**config.mk**
```make
export PLATFORM = sky130hd
export DESIGN_NAME = simple_spi_slave_core
export DESIGN_NICKNAME = d
export VERILOG_FILES = /design/src/rtl/simple_spi_slave_pkg.sv /design/src/rtl/setting_reg.sv /design/src/rtl/spi_slave_sync.sv /design/src/rtl/simple_spi_slave_core.sv
export SDC_FILE = /design/constraint.sdc
export NUM_CORES = 1
export LEC_CHECK = 0
export ABC_AREA = 1
export BUFFER_PORTS_ARGS = -buffer_cell sky130_fd_sc_hd__buf_4
export CAP_MARGIN = 20
export CORE_MARGIN = 1.5
export CORE_UTILIZATION = 57
export CTS_CLUSTER_DIAMETER = 60
export DETAILED_ROUTE_END_ITERATION = 8
export PLACE_DENSITY_LB_ADDON = 0.12
export SETUP_SLACK_MARGIN = 0.1
export SLEW_MARGIN = 20
export SYNTH_ARGS = -nofsm -noshare
export SYNTH_HDL_FRONTEND = slang
export SYNTH_HIERARCHICAL = 1
export SYNTH_SLANG_ARGS = --single-unit
```
**constraint.sdc**
```tcl
create_clock -name clock -period 6.9 [get_ports clock]
set_input_delay 1.38 -clock clock [delete_from_list [all_inputs] [get_ports clock]]
set_output_delay 1.38 -clock clock [all_outputs]
set_load 0.01 [all_outputs]
```
**src/rtl/simple_spi_slave_pkg.sv**
```systemverilog
// Shared types and register layout for the SPI responder core.
package simple_spi_slave_pkg;

    typedef enum logic [1:0] {
        IDLE   = 2'd0,
        ACTIVE = 2'd1,
        DONE   = 2'd2
    } state_t;

    localparam logic [7:0] CFG_OFF = 8'd0;
    localparam logic [7:0] TX_OFF  = 8'd1;

    localparam int CFG_DATAIN_EDGE  = 6;
    localparam int CFG_DATAOUT_EDGE = 7;
    localparam int CFG_CLEAR_ERROR  = 8;

    // A programmed length of zero means a full 32-bit word.
    function automatic logic [5:0] eff_num_bits(input logic [5:0] raw);
        return (raw == 6'd0) ? 6'd32 : raw;
    endfunction

endpackage

```
**src/rtl/setting_reg.sv**
```systemverilog
// Addressed settings register: loads on a matching strobe, pulses changed for one cycle.
module setting_reg #(
    parameter logic [7:0]  ADDR     = 8'd0,
    parameter logic [31:0] AT_RESET = 32'd0
) (
    input  logic        clock,
    input  logic        reset,
    input  logic        strobe,
    input  logic [7:0]  addr,
    input  logic [31:0] data_in,
    output logic [31:0] data_out,
    output logic        changed
);

    always_ff @(posedge clock) begin
        if (reset) begin
            data_out <= AT_RESET;
            changed  <= 1'b0;
        end else if (strobe && (addr == ADDR)) begin
            data_out <= data_in;
            changed  <= 1'b1;
        end else begin
            changed  <= 1'b0;
        end
    end

endmodule

```
**src/rtl/spi_slave_sync.sv**
```systemverilog
// Two-flop synchronizer plus a history flop giving single-cycle rise/fall pulses.
module spi_slave_sync #(
    parameter logic RESET_VAL = 1'b0
) (
    input  logic clock,
    input  logic reset,
    input  logic async_in,
    output logic sync_out,
    output logic rise,
    output logic fall
);

    logic [2:0] pipe;

    always_ff @(posedge clock) begin
        if (reset) pipe <= {3{RESET_VAL}};
        else       pipe <= {pipe[1:0], async_in};
    end

    assign sync_out = pipe[1];
    assign rise     = pipe[1] & ~pipe[2];
    assign fall     = ~pipe[1] & pipe[2];

endmodule

```
**src/rtl/simple_spi_slave_core.sv**
```systemverilog
// SPI responder in the system clock domain: oversampled sen/sclk/mosi, preloaded tx word.
// Optional debug bus enabled by defining SIMPLE_SPI_SLAVE_DEBUG_EN.
import simple_spi_slave_pkg::*;

// state  | meaning
// IDLE   | waiting for sen to go active, miso tristated
// ACTIVE | frame in progress, sampling and shifting on sclk edges
// DONE   | one cycle: publish readback or flag a short/long frame
module simple_spi_slave_core #(
    parameter int   BASE       = 0,
    parameter logic CLK_IDLE   = 1'b0,
    parameter logic SEN_ACTIVE = 1'b0
) (
    input  logic        clock,
    input  logic        reset,
    input  logic        set_stb,
    input  logic [7:0]  set_addr,
    input  logic [31:0] set_data,
    output logic [31:0] readback,
    output logic        rx_stb,
    output logic        busy,
    output logic        error,
    input  logic        sen,
    input  logic        sclk,
    input  logic        mosi,
    output logic        miso,
    output logic        miso_oe,
    output logic [31:0] debug
);

    logic [31:0] cfg, tx_pending;
    logic        cfg_changed, tx_changed;
    logic        sen_s, sen_rise, sen_fall;
    logic        sclk_s, sclk_rise, sclk_fall;
    logic        mosi_s, mosi_rise, mosi_fall;

    setting_reg #(.ADDR(8'(BASE) + CFG_OFF)) u_cfg_reg (
        .clock(clock), .reset(reset), .strobe(set_stb), .addr(set_addr),
        .data_in(set_data), .data_out(cfg), .changed(cfg_changed)
    );

    setting_reg #(.ADDR(8'(BASE) + TX_OFF)) u_tx_reg (
        .clock(clock), .reset(reset), .strobe(set_stb), .addr(set_addr),
        .data_in(set_data), .data_out(tx_pending), .changed(tx_changed)
    );

    spi_slave_sync #(.RESET_VAL(~SEN_ACTIVE)) u_sync_sen (
        .clock(clock), .reset(reset), .async_in(sen),
        .sync_out(sen_s), .rise(sen_rise), .fall(sen_fall)
    );

    spi_slave_sync #(.RESET_VAL(CLK_IDLE)) u_sync_sclk (
        .clock(clock), .reset(reset), .async_in(sclk),
        .sync_out(sclk_s), .rise(sclk_rise), .fall(sclk_fall)
    );

    spi_slave_sync #(.RESET_VAL(1'b0)) u_sync_mosi (
        .clock(clock), .reset(reset), .async_in(mosi),
        .sync_out(mosi_s), .rise(mosi_rise), .fall(mosi_fall)
    );

    state_t      state, state_d;
    logic [31:0] tx_shift, tx_shift_d, rx_shift, rx_shift_d, readback_d;
    logic [5:0]  bit_cnt, bit_cnt_d, cnt_after, num_bits;
    logic        long_flag, long_flag_d, error_d, rx_stb_d;
    logic        start_pend, start_pend_d;
    logic        sample_edge, drive_edge, sen_start, sen_on, clear_error;

    assign num_bits    = eff_num_bits(cfg[5:0]);
    assign sample_edge = cfg[CFG_DATAIN_EDGE]  ? sclk_rise : sclk_fall;
    assign drive_edge  = cfg[CFG_DATAOUT_EDGE] ? sclk_rise : sclk_fall;
    assign sen_start   = SEN_ACTIVE ? sen_rise : sen_fall;
    assign sen_on      = (sen_s == SEN_ACTIVE);
    assign clear_error = cfg_changed & cfg[CFG_CLEAR_ERROR];

    always_ff @(posedge clock) begin
        if (reset) state <= IDLE;
        else       state <= state_d;
    end

    always_comb begin
        state_d      = state;
        tx_shift_d   = tx_shift;
        rx_shift_d   = rx_shift;
        bit_cnt_d    = bit_cnt;
        long_flag_d  = long_flag;
        readback_d   = readback;
        rx_stb_d     = 1'b0;
        error_d      = error & ~clear_error;
        start_pend_d = 1'b0;
        cnt_after    = bit_cnt;
        case (state)
            IDLE: begin
                bit_cnt_d   = 6'd0;
                long_flag_d = 1'b0;
                if (sen_start || start_pend) begin
                    tx_shift_d = tx_pending;
                    rx_shift_d = 32'd0;
                    state_d    = ACTIVE;
                end
            end
            ACTIVE: begin
                if (sample_edge) begin
                    if (bit_cnt < num_bits) begin
                        rx_shift_d = {rx_shift[30:0], mosi_s};
                        cnt_after  = bit_cnt + 6'd1;
                    end else begin
                        long_flag_d = 1'b1;
                    end
                end
                // Uses the post-sample count so a same-edge config samples before shifting.
                if (drive_edge && (cnt_after != 6'd0) && (cnt_after < num_bits))
                    tx_shift_d = {tx_shift[30:0], 1'b0};
                bit_cnt_d = cnt_after;
                if (!sen_on) state_d = DONE;
            end
            DONE: begin
                if ((bit_cnt == num_bits) && !long_flag) begin
                    readback_d = rx_shift;
                    rx_stb_d   = 1'b1;
                end else begin
                    error_d = 1'b1;
                end
                start_pend_d = sen_start;
                state_d      = IDLE;
            end
            default: state_d = IDLE;
        endcase
    end

    always_ff @(posedge clock) begin
        if (reset) begin
            tx_shift   <= 32'd0;
            rx_shift   <= 32'd0;
            bit_cnt    <= 6'd0;
            long_flag  <= 1'b0;
            readback   <= 32'd0;
            rx_stb     <= 1'b0;
            error      <= 1'b0;
            start_pend <= 1'b0;
        end else begin
            tx_shift   <= tx_shift_d;
            rx_shift   <= rx_shift_d;
            bit_cnt    <= bit_cnt_d;
            long_flag  <= long_flag_d;
            readback   <= readback_d;
            rx_stb     <= rx_stb_d;
            error      <= error_d;
            start_pend <= start_pend_d;
        end
    end

    assign busy    = (state != IDLE);
    assign miso_oe = (state == ACTIVE);
    assign miso    = (state == ACTIVE) ? tx_shift[31] : 1'b0;

`ifdef SIMPLE_SPI_SLAVE_DEBUG_EN
    logic [7:0] frame_cnt;
    logic [1:0] state_bits;

    assign state_bits = state;

    always_ff @(posedge clock) begin
        if (reset)         frame_cnt <= 8'd0;
        else if (rx_stb_d) frame_cnt <= frame_cnt + 8'd1;
    end

    assign debug = {2'b00, state_bits, sen_s, sclk_s, mosi_s, miso, busy, error,
                    bit_cnt, frame_cnt, cfg[5:0], 2'b00};
`else
    assign debug = 32'h0;
`endif

    logic unused_bits;
    assign unused_bits = ^{cfg[31:9], tx_changed, mosi_rise, mosi_fall, sclk_s};

endmodule

```
# == Yosys cells after proc, flatten, opt, wreduce, memory -nomap -nowiden ==
# Index checks and enable logic that the tools add are counted.
# op_classes
addsub,1
magnitude_cmp,2
n_eq_ne,10
n_mux,25
bitwise,10
reduce_logical,19
# ops
cell,count
32-bit 2-to-1 mux,5
32-bit one-hot mux with 2 select lines,2
6-bit 2-to-1 mux,4
6-bit < comparator,2
6-bit one-hot mux with 2 select lines,1
1-bit 2-to-1 mux,9
"8-bit by 1-bit equality test with 1-bit output, second input constant",1
8-bit zero test,1
"2-bit by 1-bit inequality test with 1-bit output, second input constant",4
"6-bit by 1-bit adder with 6-bit output, second input constant",1
6-bit equality test,1
6-bit zero test,1
3-bit AND reduction,2
6-bit nonzero test,1
1-bit bitwise AND,5
1-bit logical AND,5
1-bit NOT,5
2-bit 2-to-1 mux,2
"2-bit inequality test, second input constant",2
2-bit one-hot mux with 2 select lines,1
2-bit AND reduction,2
4-bit AND reduction,1
2-bit nonzero test,2
"2-bit by 1-bit equality test with 1-bit output, second input constant",1
other kinds (6),6
# word_totals
reg_bits,158
in_bits,46
out_inout_bits,69
wordCells,82

# == Longest topological paths before layout ==
# depth
depth_word,11
depth_mapped,25
depth_no_buf,24

# == Modules after synthesis ==
# The synthesis kept the hierarchy.
# by_module_without_submodules
mod,n_inst,cells_each,area_each_um2,seq_area_each_um2
simple_spi_slave_core,1,764,5300.1,2162.1
setting_reg at u_tx_reg,1,222,1493.9,660.6
setting_reg at u_cfg_reg,1,219,1486.4,660.6
spi_slave_sync at u_sync_mosi ...,2,12,93.8,60.1
spi_slave_sync at u_sync_sen,1,13,97.6,60.1

# == Least setup slack after synthesis ==
# Ideal clock, no wire load.
# synth_timing
path_kind,register to register
start,reg u_cfg_reg.data_out[1]
end,reg tx_shift[13]
setup_ps,115
t_arrival_ps,2924
t_required_ps,6785
path_slack_ps,3861
path_stages_with_launch,25
n_path_buf,1
synth_period_minus_slack_ps,3039
cell_sequence,dfxtp_1 nor3_1 a31o_2 inv_1 ha_1 nand2_2 nor2_4 nand2_2 inv_2 nor2_2 nand2_1 nand2_1 nand2_1 nand2_1 inv_1 ha_1 a21oi_1 o211ai_1 inv_1 nand2_1 nor2_1 nand3_4 buf_4 a21oi_1 nor2_1
# synth_between
elab_chain_len,11
elab_cells_between_ends,12
classes_between,2 x order compare; 1 x eq/ne; 4 x mux; 5 x reduce/logical
# synth_rtl
element,line,text
start: declaration,setting_reg.sv:11,"output logic [31:0] data_out,"
start signal: assignment,setting_reg.sv:20,data_out <= data_in;
6-bit zero test,simple_spi_slave_pkg.sv:19,return (raw == 6'd0) ? 6'd32 : raw;
6-bit 2-to-1 mux (*),simple_spi_slave_pkg.sv:19,
"parallel branches: the longest is 6 deep, another holds 6-bit < comparator",n/a,
1-bit logical AND (*),simple_spi_slave_core.sv:112,if (drive_edge && (cnt_after != 6'd0) && (cnt_after < num_bits))
2-bit by 1-bit inequality test with 1-bit output (no line) (*),n/a,
3-bit AND reduction (no line) (*),n/a,
end signal: assignment,simple_spi_slave_core.sv:142,tx_shift <= tx_shift_d;
end: declaration,simple_spi_slave_core.sv:63,"logic [31:0] tx_shift, tx_shift_d, rx_shift, rx_shift_d, readback_d;"
# Mark *: on every way between the ends. The select of a mux whose other input is x is not followed.
# A chain may end at the register's enable or synchronous reset.

# == Worst setup path after layout ==
# layout_timing
start,reg u_cfg_reg.data_out[1]
end,reg tx_shift[29]
# The elaborated chain is that of the path after synthesis.

==> results.md <==
* Vias in the first global route at 5869
* Avg Inst Size Synth at 6.91 sq um
* Fin. Hold Viols at 0
* Hold path startpoint: u_sync_sclk/pipe[0]$_SDFF_PP0_
* Non-filler cells in the finished layout at 1314
* Fillers at 1158
* GPL Wtd Cong at 0.897
* Number of synthesis warnings at 6
* Port bufs at 82
* Num ports at 115
* Clk pin slew, worst setup/hold paths at 0.06 ns
* CTS root buffer: clkbuf_16
* FMAX at 0.262 GHz
* Initial antenna violation count at 0
* Combinational Power Share at 7.8%
* Post-CTS Setup Bufs at 0
* Clk network pwr share at 44.0%
* Worst reg2reg setup slack at 3.08 ns
* RSZ-0062 raised after global routing: false
* Status: complete, no violations
* # DRC at 0
* Cell area after synthesis at 7510 sq um
* Via-to-Cell Ratio at 4.96
* Fin Setup TNS at 0 ns
* Fin. max-slew vios at 0
* Worst-path cell chain: nor3_1 > a31o_2 > inv_1 > ha_1 > nand2_2 > nor2_4 > nand2_2 > inv_2 > nor2_2 > nand2_1 > nand2_1 > nand2_1 > nand2_1 > inv_1 > ha_1 > a21oi_1 > o211ai_1 > inv_1 > nand2_1 > nor2_1 > nand3_4 > a21oi_1 > nor2_1
* Proportion of power drawn by flip-flops and latches at 48.2%
* CP endpoint: tx_shift[29]$_SDFFE_PP0P_
* Final Setup Violations at 0
* Total grt overflow at 0
* Int Power at 0.00147 W
* Area added between synthesis and finish at 13.0%
* Clock tree buffer depth at 2
* Critical Path RT at 7.21 ns
* Core footprint at 12700 sq um
* Net count, final at 1187
* Final period util at 55.4%
* # diodes at 0
* Die span in x at 118 um
* Worst slew margin at 30.4%
* CP Launch Point: u_cfg_reg/data_out[1]$_SDFFE_PP0P_
* GRT Total Usage at 22.5%
* Slew at the pin closest to its max-slew limit at 1.04 ns
* DP Wirelength at 9690 um
* Share of cells above drive strength 1 at 13.3%
* Cell mode on critical path: nand2_1
* Slowest cell on crit path: nand3_4
* Min Tclk post-route at 3.82 ns
* RR Endpoint: tx_shift[29]$_SDFFE_PP0P_
* Hold-fix buffers, CTS at 0
* Max VDD drop at 0.186 mV
* Initial Util at 59.1%
* TritonRoute pass-1 iters at 5
* DRT antenna net count at 0
* Die ar. at 13900 sq um
* Vias post-DR at 6515
* Largest net degree at the start of global routing at 66
* MaxCap Viol Count at 0
* Crit path largest cell delay at 0.53 ns
* Skew final at 0.00622 ns
* DR WL/cell at 11.5 um
* CP Class: register to register
* Total leakage power at 3.93 nW
* RR Startpoint: u_cfg_reg/data_out[1]$_SDFFE_PP0P_
* Cell Pwr Density at 233 nW/um^2
* Sw frac at 25.3%
* First-pass GRT wire length at 26200 um
* Initial DRC count at 484
* Dpl ws at 3.14 ns
* Cell count after synthesis at 1087
* Sw power at 0.000501 W
* CTS buffer count at 17
* Arr. time, crit path at 4.13 ns
* Total power at 0.00198 W
* CP max FO at 63
* Site row count at 41
* Placed Cells at 1282
* Post-CTS Resized at 0
* Critical Path End Type: register
* Worst Setup Start Kind: register
* Clock sinks at 158
* Htree depth at 4
* Clock Latency Late Sink at 0.42 ns
* Hold Path Class: register to register
* Reg2Reg Depth at 23
* CTS tree: yes
* Die Ht at 118 um
* Total routed wirelength at 15200 um
* Fin worst setup slack at 3.08 ns
==> routing by layer <==
metal	vias to the layer above	global-route usage [%]	wire, um
li1	3429	-	-
met1	2892	28.6	7220
met2	167	37.6	7000
met3	27	5.09	682
met4	0	8.16	268
met5	-	0	0
==> stage by stage <==
stage	hold slack (ns)	cell area (sq um)	util [%]
5_1_grt	0.434	8490	66.7
6_report	0.408	8490	66.7
3_3_place_gp	0.389	7930	62.4
3_5_place_dp	0.401	7930	62.4
2_1_floorplan	0.380	7630	-
4_1_cts	0.409	8480	66.7
==> critical path, delay by kind of cell (launching register included) <==
kind / cells / cell delay, ns
simple gates: 13 / 1.77
buf+inv: 4 / 0.20
compound gates: 4 / 0.79
fa+ha+maj: 2 / 0.59
flops: 1 / 0.33
==> flip-flops by register name, indices dropped and copies added (netlist names), 2 cells and up <==
register and cells:
readback 32, rx_shift 32, tx_shift 32, u_tx_reg/data_out 32, u_cfg_reg/data_out 9, bit_cnt 6, u_sync_sclk/pipe 3, u_sync_sen/pipe 3
state 2, u_sync_mosi/pipe 2
==> power groups by stage <==
| stage | sequential (W) | combinational (W) | clock (W) |
|---|---|---|---|
| floorplan | 0.000968 | 0.000124 | 0 |
| global placement | 0.000971 | 0.000150 | 0 |
| detailed placement | 0.000972 | 0.000153 | 0 |
| CTS | 0.000952 | 0.000154 | 0.000886 |
| global route | 0.000954 | 0.000177 | 0.000921 |
| finish | 0.000952 | 0.000155 | 0.000869 |
==> cells in the final DEF, fill, tap and decap left out <==
| master | instances |
|---|---|
| clkbuf_16 | 17 |
| o21ai_1 | 1 |
| a21oi_1 | 131 |
| nor3_1 | 3 |
| nand3_2 | 3 |
| o22ai_1 | 6 |
| inv_1 | 160 |
| clkbuf_8 | 1 |
| clkinvlp_4 | 3 |
| nor2_2 | 7 |
| ha_1 | 12 |
| inv_6 | 5 |
| nand2_1 | 165 |
| clkbuf_1 | 1 |
| a31oi_1 | 1 |
| o21ai_2 | 1 |
| nand2_4 | 1 |
| dfxtp_1 | 158 |
| o211ai_1 | 1 |
| nand4_1 | 6 |
| a31o_2 | 2 |
| clkinv_2 | 3 |
| a21oi_4 | 2 |
| buf_4 | 86 |
| conb_1 | 32 |
| nor2_4 | 5 |
| nand3_1 | 80 |
| inv_8 | 2 |
| and3b_1 | 1 |
| nand2_2 | 4 |
| nor2_1 | 170 |
| nand3_4 | 3 |
| inv_2 | 6 |
| a21oi_2 | 1 |
| o21ai_0 | 62 |
==> how the worst min path moves through the flow <==
stage,to,slack (ns),depth (start not counted)
CTS,u_sync_sclk/pipe[1]$_SDFF_PP0_,0.41,2
floorplan,u_sync_sen/pipe[1]$_SDFF_PP1_,0.38,2
global placement,u_sync_sclk/pipe[1]$_SDFF_PP0_,0.39,2
finish,u_sync_sclk/pipe[1]$_SDFF_PP0_,0.41,2
detailed placement,u_sync_sclk/pipe[1]$_SDFF_PP0_,0.40,2
global route,u_sync_sen/pipe[1]$_SDFF_PP1_,0.43,2
==> layout make-up <==
class / instances / area (sq um) / area share, %
timing repair buffer: 86 / 646 / 7.60
clock buffer: 19 / 443 / 5.22
tap: 172 / 215 / 2.53
inverter: 166 / 623 / 7.34
multi-input combinational: 700 / 3300 / 38.8
clock inverter: 13 / 104 / 1.22
sequential: 158 / 3160 / 37.2
No activity file was read; power rests on OpenSTA's default activity.
